**src/rtl/wf_button_gesture_pkg.sv**
```systemverilog
`default_nettype none
// ============================================================================
// Module   : wf_button_gesture_pkg
// Purpose  : Shared time base and types for the button gesture classifier.
// Revision : 1.0
// ============================================================================
package wf_button_gesture_pkg;

    // Period of the sample tick; fpga_top derives its tick divider from this.
    localparam int c_TICK_PERIOD_MS = 10;

    localparam int                 c_CNT_W   = 10;
    localparam logic [c_CNT_W-1:0] c_CNT_MAX = '1;

    typedef struct packed {
        logic short_press;
        logic double_press;
        logic long_press;
        logic repeat_pulse;
    } gesture_pulses_t;

    // Count value on which the Nth tick lands (counter starts at zero).
    function automatic logic [c_CNT_W-1:0] terminal_count(input int ticks);
        if (ticks < 1)
            return '0;
        return c_CNT_W'(ticks - 1);
    endfunction

endpackage
`default_nettype wire

```
**src/rtl/wf_button_gesture.sv**
```systemverilog
`default_nettype none
// ============================================================================
// Module   : wf_button_gesture
// Purpose  : Classifies debounced presses into short/double/long gestures and
//            emits auto-repeat pulses while a long press is held.
// Revision : 1.0
// ============================================================================
module wf_button_gesture
    import wf_button_gesture_pkg::*;
#(
    parameter int LONG_TICKS       = 100,
    parameter int DOUBLE_GAP_TICKS = 30,
    parameter int REPEAT_TICKS     = 20
) (
    input  logic clk,
    input  logic reset,
    input  logic tick,
    input  logic switch_pushed,
    input  logic switch_released,
    output logic short_press,
    output logic double_press,
    output logic long_press,
    output logic repeat_pulse,
    output logic held
);

    localparam logic [2:0] c_IDLE      = 3'd0;
    localparam logic [2:0] c_PRESS1    = 3'd1;
    localparam logic [2:0] c_WAIT2     = 3'd2;
    localparam logic [2:0] c_PRESS2    = 3'd3;
    localparam logic [2:0] c_LONG_HOLD = 3'd4;

    localparam logic [c_CNT_W-1:0] c_LONG_TC   = terminal_count(LONG_TICKS);
    localparam logic [c_CNT_W-1:0] c_GAP_TC    = terminal_count(DOUBLE_GAP_TICKS);
    localparam logic [c_CNT_W-1:0] c_REPEAT_TC = terminal_count(REPEAT_TICKS);
    localparam bit                 c_REPEAT_EN = (REPEAT_TICKS != 0);

    logic [2:0]         r_state;
    logic [2:0]         w_next_state;
    logic [c_CNT_W-1:0] r_cnt;
    logic               w_cnt_clr;
    logic               w_cnt_inc;
    gesture_pulses_t    w_pulses;
    gesture_pulses_t    r_pulses;
    logic               r_held;

    logic w_rel;
    logic w_push;
    logic w_tick;

    // A release masks a coincident push; any edge swallows a coincident tick.
    assign w_rel  = switch_released;
    assign w_push = switch_pushed & ~switch_released;
    assign w_tick = tick & ~switch_pushed & ~switch_released;

    always_comb begin
        w_next_state = r_state;
        w_cnt_clr    = 1'b0;
        w_cnt_inc    = 1'b0;
        w_pulses     = '0;
        case (r_state)
            c_IDLE: begin
                if (w_push) begin
                    w_next_state = c_PRESS1;
                    w_cnt_clr    = 1'b1;
                end
            end
            c_PRESS1: begin
                if (w_rel) begin
                    w_next_state = c_WAIT2;
                    w_cnt_clr    = 1'b1;
                end else if (w_tick) begin
                    if (r_cnt == c_LONG_TC) begin
                        w_pulses.long_press = 1'b1;
                        w_next_state        = c_LONG_HOLD;
                        w_cnt_clr           = 1'b1;
                    end else begin
                        w_cnt_inc = 1'b1;
                    end
                end
            end
            c_WAIT2: begin
                if (w_push) begin
                    w_next_state = c_PRESS2;
                    w_cnt_clr    = 1'b1;
                end else if (w_tick) begin
                    if (r_cnt == c_GAP_TC) begin
                        w_pulses.short_press = 1'b1;
                        w_next_state         = c_IDLE;
                        w_cnt_clr            = 1'b1;
                    end else begin
                        w_cnt_inc = 1'b1;
                    end
                end
            end
            c_PRESS2: begin
                if (w_rel) begin
                    w_pulses.double_press = 1'b1;
                    w_next_state          = c_IDLE;
                    w_cnt_clr             = 1'b1;
                end else if (w_tick) begin
                    // Holding the second press past the long threshold wins over the double.
                    if (r_cnt == c_LONG_TC) begin
                        w_pulses.long_press = 1'b1;
                        w_next_state        = c_LONG_HOLD;
                        w_cnt_clr           = 1'b1;
                    end else begin
                        w_cnt_inc = 1'b1;
                    end
                end
            end
            c_LONG_HOLD: begin
                if (w_rel) begin
                    w_next_state = c_IDLE;
                    w_cnt_clr    = 1'b1;
                end else if (w_tick && c_REPEAT_EN) begin
                    if (r_cnt == c_REPEAT_TC) begin
                        w_pulses.repeat_pulse = 1'b1;
                        w_cnt_clr             = 1'b1;
                    end else begin
                        w_cnt_inc = 1'b1;
                    end
                end
            end
            default: begin
                w_next_state = c_IDLE;
                w_cnt_clr    = 1'b1;
            end
        endcase
    end

    always_ff @(posedge clk) begin
        if (reset)
            r_state <= c_IDLE;
        else
            r_state <= w_next_state;
    end

    always_ff @(posedge clk) begin
        if (reset || w_cnt_clr)
            r_cnt <= '0;
        else if (w_cnt_inc && (r_cnt != c_CNT_MAX))
            r_cnt <= r_cnt + 1'b1;
    end

    always_ff @(posedge clk) begin
        if (reset) begin
            r_pulses <= '0;
            r_held   <= 1'b0;
        end else begin
            r_pulses <= w_pulses;
            r_held   <= (w_next_state == c_PRESS1) ||
                        (w_next_state == c_PRESS2) ||
                        (w_next_state == c_LONG_HOLD);
        end
    end

    assign short_press  = r_pulses.short_press;
    assign double_press = r_pulses.double_press;
    assign long_press   = r_pulses.long_press;
    assign repeat_pulse = r_pulses.repeat_pulse;
    assign held         = r_held;

endmodule
`default_nettype wire

```
**config.mk**
```make
export PLATFORM = sky130hd
export DESIGN_NAME = wf_button_gesture
export DESIGN_NICKNAME = d
export VERILOG_FILES = /design/src/rtl/wf_button_gesture_pkg.sv /design/src/rtl/wf_button_gesture.sv
export SDC_FILE = /design/constraint.sdc
export NUM_CORES = 1
export LEC_CHECK = 0
export BUFFER_PORTS_ARGS = -buffer_cell sky130_fd_sc_hd__buf_2
export CAP_MARGIN = 15
export CORE_MARGIN = 2
export CORE_UTILIZATION = 51
export DETAILED_ROUTE_END_ITERATION = 10
export HOLD_SLACK_MARGIN = 0.06
export PLACE_DENSITY = 0.73
export SLEW_MARGIN = 0
export SYNTH_ARGS = -nofsm -noshare
export SYNTH_HDL_FRONTEND = slang
export SYNTH_SLANG_ARGS = --single-unit
```
**constraint.sdc**
```tcl
create_clock -name clk -period 2 [get_ports clk]
set_input_delay 0 -clock clk [delete_from_list [all_inputs] [get_ports clk]]
set_output_delay 0 -clock clk [all_outputs]
set_load 0.01 [all_outputs]
```
======== After elaboration in Yosys (flattened, before gate mapping) ========
Index checks and enable logic that the tools add are counted.
cells by class
  add/subtract/negate cells ............... 1
  equality and inequality tests ........... 11
  muxes and demuxes ....................... 32
  bitwise logic cells ..................... 9
  reductions and logical operators ........ 10
operators by type and width
  cell                   count
  $mux 3                 9
  $eq 10x5->1 const B    2
  $mux 1                 20
  $pmux 3 s5             1
  $add 10x1->10 const B  1
  $eq 10x7->1 const B    1
  $ne 10x10->1 const B   1
  $eq 3x2->1 const B     3
  $reduce_or 3->1        3
  $eq 3x1->1 const B     2
  $eq 3x3->1 const B     2
  $not 1->1              6
  $pmux 1 s4             1
  $reduce_or 2->1        2
  $and 1x1->1            3
  $logic_not 3->1        1
  $logic_or 1x1->1       3
  $pmux 1 s3             1
  $logic_and 1x1->1      1
word-level totals
  register bits after elaboration ......... 18
  logic and storage cells ................. 70

======== Logic depth before layout (Yosys ltp) ========
  word-level depth ........................ 9
  mapped depth ............................ 8
  mapped depth without buffers ............ 7

======== Least setup slack after synthesis ========
Ideal clock, no wire load.
  path type ............................... reg2reg
  start point ............................. register r_cnt[5]
  end point ............................... register r_cnt[5]
  library setup time ...................... 0.125 ns
  arrival ................................. 1.944 ns
  required time ........................... 1.875 ns
  slack ................................... -0.069 ns
  stages on the path, launching flop included .. 7
  buffers on the path ..................... 1
  cell sequence ........................... dfxtp_1 or4b_1 or4b_1 a222oi_1 a2111o_1 buf_6 a21oi_1
between the ends
  longest elaborated chain between the ends .. 6
RTL lines
  item                                                          line                                                                        RTL
  from (decl)                                                   wf_button_gesture.sv:40                                                     logic [c_CNT_W-1:0] r_cnt;
  from (signal assigned)                                        wf_button_gesture.sv:143                                                    r_cnt <= r_cnt + 1'b1;
  $eq 10x5->1, or another cell as far along                     wf_button_gesture.sv:117                                                    if (r_cnt == c_REPEAT_TC) begin
  $mux 1 (on tied branches) (2 in a row)                        n/a
  $mux 1 (on tied branches)                                     wf_button_gesture.sv:113, wf_button_gesture.sv:83, wf_button_gesture.sv:97
  $pmux 1 s4 / $pmux 1 s3 (equally long branches)               wf_button_gesture.sv:61                                                     case (r_state)
  $logic_or 1x1->1 / $logic_and 1x1->1 (equally long branches)  wf_button_gesture.sv:140, wf_button_gesture.sv:142
Several ways; a longest one is shown, not always the timed one.
A chain may end at the register's enable or synchronous reset.

======== Worst setup path after layout ========
  start point ............................. register r_cnt[5]
  end point ............................... register r_cnt[1]
Same word-level chain as after synthesis.

==> flow_summary.toml <==
[pwr]
clock_power_share_pct = 30.5
total_power_uw = 611
comb_power_share_pct = 9.8
power.internal_uw = 459
irDropWorstVdd_mv = 0.503
netsw_uw = 152
power_density_nw_per_um2 = 487
seqPwrFrac_pct = 59.7
power_switching_share_pct = 24.9
power_leakage_nw = 0.463

[setup_path]
timing.critical_path.slowest_cell_delay_ns = 0.54
reg2reg_slack_ns = -0.12
critPathCaptureType = "flop"
crit_top_cell = "or4b_4"
worst_r2r_startpoint = "r_cnt[5]$_SDFFE_PP0P_"
cpMaxStageDelayCell = "or4b_4"
critPathKind = "flop to flop"
timing.critical_path.from_type = "flop"
worstPathMaxFanout = 4
arrival_ns = 2.32
worstPathCellList = "or4b_4 -> or4b_4 -> a222oi_1 -> a2111o_1 -> buf_4 -> a211oi_1"
crit-reg2reg-capture = "r_cnt[1]$_SDFFE_PP0P_"
worst-r2r-cell-count = 6
required_ns = 2.19

[timing]
fmaxAchievable_mhz = 471
timing_max_transition_violations_final = 0
setup_violations = 10
period_needed_ns = 2.12
relSlewSlack_pct = 65.5
tightest_slew_ns = 0.504
setup_ws_ns = -0.123
worst_clock_skew_ns = 0.00285
timing.hold.ws_ns = 0.0699
finalHoldViolations = 0
finalCritPeriodShare_pct = 106
rsz0062_at_grt = "true"

[floorplanning]
fp-row-count = 15
floorplan.io_pins = 10
floorplan.die.height_um = 48.1
core_um2 = 1780
fp.dieW_um = 48.1
fp.dieArea_um2 = 2310
floorplan.initialDensity_pct = 55.6

[grt]
grt-ovfl-total = 0
grt_start_max_net_pins = 13
global_route.usage.total_pct = 22.7
first_global_vias = 863
antenna_found_initial = 0
grt_pass1_wl_um = 3650

[final_layout]
final_nets = 153
antennaDiodeCount = 0
fraction_of_final_layout_cells_with_drive_strength_greater_than_1_pct = 28.5
area_growth_syn_to_layout_pct = 26.6
finalInstanceArea_um2 = 1250
fillerInstances = 144

[clock_network]
clk_buf_depth = 2
cts-buffers-inserted = 3
cts.htree.levels = 1
clkSlewWorstSetupHoldPaths_ns = 0.10
cts_tree = "yes"
cts_root_buf = "clkbuf_4"
clk-insertion-delay-late_ns = 0.30
cts.sinks = 18

[synth]
netlist_instances = 116
post_synth_instance_area_um2 = 991
synth_fa_ha_area_share_pct = 2.53
count_of_flip_flops_with_a_built_in_enable_after_synthesis = 0
synthesis.yosys.warnings = 0
synthFlopType = "dfxtp_1"
synth.ff_latch_count = 18
yosys-top-cells-area = "dfxtp_1 (36%), nor2_1 (4.2%), a21oi_1 (3.5%)"
async_reset_ff_share_pct = 0
xor_xnor_share_of_the_synthesized_area_pct = 3.54
netlist_top_cells_count = "dfxtp_1 (18), nor2_1 (11), a21oi_1 (7)"
yosysMostFrequentCell = "dfxtp_1"
synth_nets = 123
synth_compound_area_share_pct = 16.9
synth_simple_gate_area_share_pct = 34.2
seq_total_area_yosys_pct = 36.4
syn_area_per_cell_um2 = 8.54
post_synth_mux_area_share_pct = 1.01
synth_top_cell_by_area = "dfxtp_1"
netlist.area_leader.share_pct = 36.4
main_combinational_cell_family_by_area_after_synthesis = "simple AND/OR/NAND/NOR gates"
synthDistinctLibCells = 41

[routing]
drtPass1Iterations = 5
dr_iter_0_viols = 26
finalWirelength_um = 2340
avgViaCountPerCell = 5.82
remaining_drc_errors = 0
final_antenna_net_count = 0
avgRoutedWirePerCell_um = 13.8
routed-via-count = 984

[placement]
gp_congestion = 0.887
buffer_ports.inserted = 9
placed_cell_area_um2 = 1190
post-dp-hpwl_um = 1770

[job]
max-cap-violations = 0

[min_path]
hold_path_end = "r_state[0]$_SDFF_PP0_"
holdCritStartpoint = "switch_pushed"
worstHoldPathType = "input port to flop"
hold_depth = 3

[run_status]
outcome = "finished, violations left"
failed_checks = "negative setup slack"
-- cell usage in the layout (no fill, tap or decap), types with 4 or more instances in the layout --
master / synthesis / layout
buf_2: 1 / 9
a21oi_1: 7 / 6
o31ai_1: 4 / 4
nor2_1: 11 / 11
inv_1: 5 / 5
or4_1: 4 / 4
o21ai_0: 4 / 4
nand2_1: 4 / 4
dfxtp_1: 18 / 17
buf_4: 0 / 20
-- flip-flops by register name (all words and copies together) (netlist names) --
name and flops:
r_cnt 10, long_press 1, r_state 3, held 1, repeat_pulse 1, short_press 1
double_press 1
-- cell type report --
type                    count  area [um2]  share of cell area (%)
multi-input cells          86         594                    47.4
flip-flops and latches     18         362                    28.8
repair buffers             32         226                    18.0
well taps                  25        31.3                    2.49
clock buffers               3        22.5                    1.79
inverters                   5        18.8                    1.50
-- kinds of logic after synthesis --
kind of cell / after synthesis
mux: 1
xor+xnor: 4
simple gates: 54
fa+ha+maj: 2
flops: 18
compound gates: 25
buf+inv: 12
-- power groups by stage --
stage	clock (mW)	combinational (mW)	sequential [mW]
2_1_floorplan	0	0.0363	0.371
3_5_place_dp	0	0.0546	0.373
5_1_grt	0.199	0.0643	0.366
4_1_cts	0.190	0.0579	0.365
3_3_place_gp	0	0.0533	0.373
6_report	0.187	0.0598	0.365
-- stage by stage --
stage	std cells	worst slack [ns]	util (%)	setup TNS [ns]
after floorplan	116	-0.0385	-	-0.336
after global placement	164	-0.0403	67.0	-0.335
after detailed placement	164	-0.120	67.0	-1.07
after CTS	169	-0.126	69.6	-1.13
after global routing	169	-0.199	70.4	-1.94
final	169	-0.123	70.4	-1.11
-- critical path: cells and delay by family (launching register included) --
kind	cells	cell delay, ns
flip-flops	1	0.33
buffers and inverters	1	0.14
AND/OR/NAND/NOR	2	1.04
AO/OA/AOI/OAI	3	0.51
-- how the worst max path moves through the flow --
stage / from / to / slack (ns) / cells past startpoint
2_1_floorplan: r_cnt[5]$_SDFFE_PP0P_ / r_cnt[5]$_SDFFE_PP0P_ / -0.04 / 6
3_3_place_gp: r_cnt[5]$_SDFFE_PP0P_ / r_cnt[5]$_SDFFE_PP0P_ / -0.04 / 6
3_5_place_dp: r_cnt[5]$_SDFFE_PP0P_ / r_cnt[4]$_SDFFE_PP0P_ / -0.12 / 6
4_1_cts: r_cnt[5]$_SDFFE_PP0P_ / r_cnt[4]$_SDFFE_PP0P_ / -0.13 / 6
5_1_grt: r_cnt[5]$_SDFFE_PP0P_ / r_cnt[4]$_SDFFE_PP0P_ / -0.20 / 6
6_report: r_cnt[5]$_SDFFE_PP0P_ / r_cnt[1]$_SDFFE_PP0P_ / -0.12 / 6
-- timing repair --
action                                  CTS  global route
resized for setup                         1             3
endpoints found under the setup margin   10            11
pin swaps                                 0             0
hold buffers                              2             0
endpoints found under the hold margin     7             0
setup buffers                             0             0
-- metal layers --
metal | vias up | global-route usage, % | share of wire (%)
li1 | 497 | - | -
met1 | 452 | 29.0 | 47
met2 | 31 | 37.1 | 46
met3 | 4 | 7.17 | 5.9
met4 | 0 | 5.95 | 1.2
met5 | - | 0 | 0
(Power assumes the default switching activity.)
